**src/rtl/call_stack_pkg.sv**
```systemverilog
// Shared types and width helpers for the return-address stack.
package call_stack_pkg;

    // Default geometry: entry width matches the PC, eight levels of nesting.
    localparam int CS_DEF_WIDTH = 12;
    localparam int CS_DEF_DEPTH = 8;

    // Operation selected for the current cycle.
    typedef enum logic [1:0] {
        STK_NOP,
        STK_PUSH,
        STK_POP,
        STK_REPLACE
    } stk_op_e;

    // Pointer width for a stack of the given depth (depth >= 2).
    function automatic int cs_ptr_w(input int depth);
        return $clog2(depth);
    endfunction

    // Count width: must be able to hold the value depth itself.
    function automatic int cs_cnt_w(input int depth);
        return $clog2(depth + 1);
    endfunction

    // Push+pop on a non-empty stack is a replace of the top entry; push+pop on an
    // empty stack degenerates into a plain push. A pop on empty stays a POP so the
    // caller can flag underflow.
    function automatic stk_op_e decode_op(input logic push, input logic pop, input logic empty);
        stk_op_e op;
        if (push && pop && !empty) begin
            op = STK_REPLACE;
        end else if (push) begin
            op = STK_PUSH;
        end else if (pop) begin
            op = STK_POP;
        end else begin
            op = STK_NOP;
        end
        return op;
    endfunction

endpackage

```
**src/rtl/stack_ram.sv**
```systemverilog
// Entry storage for call_stack: one synchronous write port, one combinational
// read port. Contents are deliberately not reset; the owner masks stale data.
module stack_ram #(
    parameter int WIDTH = 12,
    parameter int DEPTH = 8,
    parameter int AW    = 3
) (
    input  logic             clk,
    input  logic             we,
    input  logic [AW-1:0]    waddr,
    input  logic [WIDTH-1:0] wdata,
    input  logic [AW-1:0]    raddr,
    output logic [WIDTH-1:0] rdata
);

    logic [WIDTH-1:0] mem_q [DEPTH];

    // Write the addressed entry on the rising edge when enabled.
    always_ff @(posedge clk) begin
        if (we) begin
            mem_q[waddr] <= wdata;
        end
    end

    assign rdata = mem_q[raddr];

endmodule

```
**src/rtl/call_stack.sv**
```systemverilog
// Parametrised LIFO of return addresses with full/empty status and sticky
// overflow/underflow flags. The write pointer always points at the next free
// slot; the top of stack lives one slot below it (modulo DEPTH).
module call_stack
    import call_stack_pkg::*;
#(
    parameter int WIDTH = CS_DEF_WIDTH,
    parameter int DEPTH = CS_DEF_DEPTH,
    parameter bit WRAP  = 1'b0
) (
    input  logic                       clk,
    input  logic                       rst,
    input  logic                       push,
    input  logic                       pop,
    input  logic [WIDTH-1:0]           d,
    input  logic                       clr_err,
    output logic [WIDTH-1:0]           tos,
    output logic [$clog2(DEPTH+1)-1:0] count,
    output logic                       empty,
    output logic                       full,
    output logic                       overflow,
    output logic                       underflow
);

    localparam int PTR_W = cs_ptr_w(DEPTH);
    localparam int CNT_W = cs_cnt_w(DEPTH);

    localparam logic [PTR_W-1:0] PTR_LAST = PTR_W'(DEPTH - 1);
    localparam logic [PTR_W-1:0] PTR_ONE  = PTR_W'(1);
    localparam logic [CNT_W-1:0] CNT_FULL = CNT_W'(DEPTH);
    localparam logic [CNT_W-1:0] CNT_ONE  = CNT_W'(1);

    logic [PTR_W-1:0] wp_q, wp_d, wp_top;
    logic [CNT_W-1:0] count_q, count_d;
    logic             ovf_q, ovf_d, unf_q, unf_d;
    logic             set_ovf, set_unf;
    logic             we;
    logic [PTR_W-1:0] waddr;
    logic [WIDTH-1:0] rd_data;
    stk_op_e          op;

    // Explicit wrap compares keep the pointer correct for non-power-of-2 DEPTH.
    function automatic logic [PTR_W-1:0] ptr_inc(input logic [PTR_W-1:0] p);
        return (p == PTR_LAST) ? '0 : p + PTR_ONE;
    endfunction

    function automatic logic [PTR_W-1:0] ptr_dec(input logic [PTR_W-1:0] p);
        return (p == '0) ? PTR_LAST : p - PTR_ONE;
    endfunction

    assign empty  = (count_q == '0);
    assign full   = (count_q == CNT_FULL);
    assign wp_top = ptr_dec(wp_q);
    assign op     = decode_op(push, pop, empty);

    // Next-state decode for pointer, count, storage write and error events.
    always_comb begin
        wp_d    = wp_q;
        count_d = count_q;
        we      = 1'b0;
        waddr   = wp_q;
        set_ovf = 1'b0;
        set_unf = 1'b0;
        case (op)
            STK_PUSH: begin
                if (!full) begin
                    we      = 1'b1;
                    wp_d    = ptr_inc(wp_q);
                    count_d = count_q + CNT_ONE;
                end else if (WRAP) begin
                    // Circular overwrite: the oldest entry sits at wp, so it is lost.
                    we   = 1'b1;
                    wp_d = ptr_inc(wp_q);
                end else begin
                    set_ovf = 1'b1;
                end
            end
            STK_POP: begin
                if (!empty) begin
                    wp_d    = wp_top;
                    count_d = count_q - CNT_ONE;
                end else begin
                    set_unf = 1'b1;
                end
            end
            STK_REPLACE: begin
                // Return-then-call: overwrite the top in place, never an error.
                we    = 1'b1;
                waddr = wp_top;
            end
            default: begin
            end
        endcase
        // An error in the same cycle as clr_err wins over the clear.
        ovf_d = set_ovf | (ovf_q & ~clr_err);
        unf_d = set_unf | (unf_q & ~clr_err);
    end

    // Control state: pointer, occupancy and sticky flags, reset immediately.
    always_ff @(posedge clk or posedge rst) begin
        if (rst) begin
            wp_q    <= '0;
            count_q <= '0;
            ovf_q   <= 1'b0;
            unf_q   <= 1'b0;
        end else begin
            wp_q    <= wp_d;
            count_q <= count_d;
            ovf_q   <= ovf_d;
            unf_q   <= unf_d;
        end
    end

    stack_ram #(
        .WIDTH (WIDTH),
        .DEPTH (DEPTH),
        .AW    (PTR_W)
    ) u_ram (
        .clk   (clk),
        .we    (we),
        .waddr (waddr),
        .wdata (d),
        .raddr (wp_top),
        .rdata (rd_data)
    );

    // Storage is never reset, so mask it while the stack holds nothing.
    assign tos       = empty ? '0 : rd_data;
    assign count     = count_q;
    assign overflow  = ovf_q;
    assign underflow = unf_q;

endmodule

```
**config.mk**
```make
export PLATFORM = sky130hd
export DESIGN_NAME = call_stack
export DESIGN_NICKNAME = d
export VERILOG_FILES = /design/src/rtl/call_stack_pkg.sv /design/src/rtl/stack_ram.sv /design/src/rtl/call_stack.sv
export SDC_FILE = /design/constraint.sdc
export NUM_CORES = 1
export LEC_CHECK = 0
export BUFFER_PORTS_ARGS = -buffer_cell sky130_fd_sc_hd__buf_2
export CORE_ASPECT_RATIO = 1.4
export CORE_MARGIN = 1.5
export CORE_UTILIZATION = 25
export DETAILED_ROUTE_END_ITERATION = 6
export HOLD_SLACK_MARGIN = 0.15
export PLACE_DENSITY_LB_ADDON = 0.15
export SLEW_MARGIN = 0
export SYNTH_ARGS = -nofsm -noshare
export SYNTH_HDL_FRONTEND = slang
export SYNTH_HIERARCHICAL = 1
export SYNTH_SLANG_ARGS = --single-unit
export TNS_END_PERCENT = 20
```
**constraint.sdc**
```tcl
create_clock -name clk -period 3.6 [get_ports clk]
set_clock_uncertainty 0.05 [all_clocks]
set_input_delay 0.72 -clock clk [delete_from_list [all_inputs] [get_ports clk]]
set_output_delay 0.72 -clock clk [all_outputs]
set_load 0.005 [all_outputs]
```
==> run summary <==
====================================================================================
Outcome                                                                 finished, final reports clean
Fin. max-slew vios                                                                 0
Setup crit start kind                                                      flip-flop
Post-DP Area                                                            0.00505 mm^2
Power Dens Cells                                                         886 mW/mm^2
Critical path peak fanout                                                         24
Netlist area before placement                                           0.00450 mm^2
Number of buffers inserted by port buffering                                      36
Sequential fraction of the synthesis area                                      69.1%
Setup repair after global routing missed its margin                            false
Mapped Avg Cell Area                                                       18.9 um^2
Cells after DPL                                                                  518
Width of the die                                                              116 um
Net count reported at finish                                                     319
Core Footprint                                                           0.0175 mm^2
Post-Layout Cell Count                                                           535
Post-detailed-route DRC marker count                                               0
Pin count of the biggest net entering global routing                              25
TritonCTS sink count                                                             105
Estimated wirelength of the detail-placed design                             6.26 mm
Warnings, synthesis                                                                6
Top post-synthesis cells by area                                        edfxtp_1 64%, mux4_1 12%, dfrtp_1 5.0%
Max Cap Viol                                                                       0
Top flip-flop cell by instance count after synthesis                        edfxtp_1
Buffers and inverters on the worst path                                            4
CTS clk-pin slew, worst paths                                                0.07 ns
Chain of cells forming the critical path                                inv_1, ha_1, ha_1, nor2_1, inv_1, buf_12, mux4_1, mux2_2, and2_1, buf_2
Share of final-layout standard cells stronger than drive strength 1            30.8%
Maximum level of the CTS H-tree                                                    3
Classification of the worst setup path                                  flip-flop to output port
Clk Latency, worst-skew pair                                                 0.34 ns
Count of final hold-check violations                                               0
Post-route antenna net violation count                                             0
Most common cell after layout, fill and taps aside                          edfxtp_1
Total nets after synthesis                                                       262
Die Footprint                                                            0.0188 mm^2
Post-layout utilization of the core                                            31.0%
Max Buffers Root-to-Sink                                                           2
Clock Tree Root                                                            clkbuf_16
Number of detailed-routing iterations run before antenna repair                    4
Vias in the first global route                                                 2,405
Maximum cell stage delay along the critical path                             0.47 ns
Post-synthesis cell type count                                                    30
Wire length of the first global-routing pass                                 14.8 mm
Synthesized-area fraction occupied by adder cells                              2.11%
Commonest non-fill, non-tap cells in the layout                         96 x edfxtp_1, 36 x buf_2, 21 x mux4_1
Post-Synthesis Cells                                                             238
Die outline height                                                            162 um
CTS tree                                                                         yes
Number of vias after detailed routing                                          2,300
Met2 WL post-DR                                                              4.86 mm
Final instance area                                                     0.00542 mm^2
Layout area overhead                                                           20.4%
EDFF count, synth                                                                 96
Antenna diode count                                                                0
Detailed Route Iter0 Violations                                                  119
Mux cell area share after synthesis                                            17.7%
Maximum clock frequency                                                    0.290 GHz
Peak ir drop on the vdd network                                               300 uV
Number of antenna violations at the first check in global routing                  2
Kind of capture point of the worst setup path                            output port
Final global-route overflow total                                                  0
Area share of the largest cell type after synthesis                            64.1%
Std cell rows                                                                     57
Total Wirelength                                                             9.72 mm
Proportion of synthesized flip-flops having asynchronous set or reset          8.57%
Worst path required time                                                     2.83 ns
Filler instances                                                               1,715
Synthesized-area fraction occupied by ao, oa, aoi and oai cells                2.64%
Final critical-path share of the clock period                                  95.7%
Relative slew slack                                                            51.4%
Largest family of logic cells by synthesized area                       multiplexers
Total negative slack                                                            0 ns
Io pins                                                                           37
Starting density of the core                                                   25.7%
Post-route minimum period                                                    3.44 ns
Vias per inst                                                                   4.30
Slowest library cell on the worst path                                        mux4_1
Routed wire per std cell                                                     18.2 um
Leakage power figure                                                         1.98 nW
Highest routing layer actually used                                             met5
Routed wire length on met3                                                    307 um
Cts bufs inserted                                                                  9
Leading area contributor after synthesis                                    edfxtp_1
Critical path's top delay family                                        multiplexers
Number of buffers added to fix hold violations after cts                           0
Final setup violation count                                                        0
Number of flip-flops and latches in the synthesized netlist                      105
Share of the synthesized netlist area taken by xor and xnor gates             0.779%
Worst min path class                                                    input port to asynchronous set/reset pin
Overall Global Routing Usage                                                   11.0%
Worst EP arrival                                                             2.67 ns
Routability-driven placement congestion ratio                                  0.665
Fraction of the mapped netlist area in simple logic gates                      5.20%
Slew at the pin with the worst max-slew slack                               0.722 ns
Routed length on met1                                                        4.40 mm
====================================================================================
[through the flow]
step	setup WS, ns	hold slack, ns	total power (W)
global route	0.0219	0.338	0.00511
CTS	0.0365	0.321	0.00487
detailed placement	0.309	0.426	0.00376
finish	0.156	0.298	0.00480
floorplan	0.674	0.428	0.00301
global placement	0.313	0.418	0.00376
[logic make-up (layout without fill, tap and decap cells)]
| group | after synthesis | after routing |
|---|---|---|
| AO/OA/AOI/OAI | 15 | 15 |
| XOR/XNOR | 4 | 4 |
| adder cells (fa/ha/maj) | 7 | 7 |
| buffers and inverters | 22 | 83 |
| flip-flops | 105 | 105 |
| multiplexers | 40 | 40 |
| AND/OR/NAND/NOR | 45 | 45 |
[metal layers]
metal | vias to the layer above | GRT usage (%)
li1 | 1056 | -
met1 | 1192 | 14.2
met2 | 39 | 18.4
met3 | 11 | 2.35
met4 | 2 | 3.66
met5 | - | 0
[what timing repair did]
item / CTS / global route
setup endpoints to repair: 12 / 12
hold endpoints to repair: 0 / 0
buffers inserted: 0 / 2
gates resized for setup: 1 / 3
cloned: 0 / 0
[cell usage after synthesis (all sizes together), types with 5 or more instances]
cell	instances
nor2	12
a21oi	5
mux4	24
dfrtp	9
buf	6
mux2	15
and2	13
inv	12
ha	6
nand2b	5
edfxtp	96
[registers in the layout, indices dropped and copies added, names as in the netlist]
name and cells:
count 4, overflow 1, u_ram/mem_q 96, underflow 1, wp_q 3
[cell type report]
class | instances | area (um^2) | area share, %
Clock buffer | 10 | 229 | 4.23
Sequential cell | 105 | 3110 | 57.4
Timing Repair Buffer | 56 | 343 | 6.33
Multi-Input combinational cell | 111 | 1290 | 23.8
Tap cell | 236 | 295 | 5.45
Inverter | 12 | 45.0 | 0.832
Clock inverter | 5 | 104 | 1.92
[worst paths after layout]
kind,start,end,slack (ns),cells after the start
max,wp_q[0],tos[4],0.16,10
min,rst,count[1],0.30,2
max reg2reg,wp_q[0],u_ram/mem_q[1][9],0.99,9
min reg2reg,underflow,underflow,0.44,1
max in group asynchronous,rst,wp_q[1],2.92,2
min in group clk,underflow,underflow,0.44,1
[report_power, final]
group          switching (W)  leakage (nW)  total, W  internal (W)
Sequential         0.0000906         0.980   0.00166       0.00157
Clock               0.000422         0.163   0.00110      0.000678
Combinational       0.000977         0.834   0.00204       0.00106
Power figures use the tool's default switching activity.
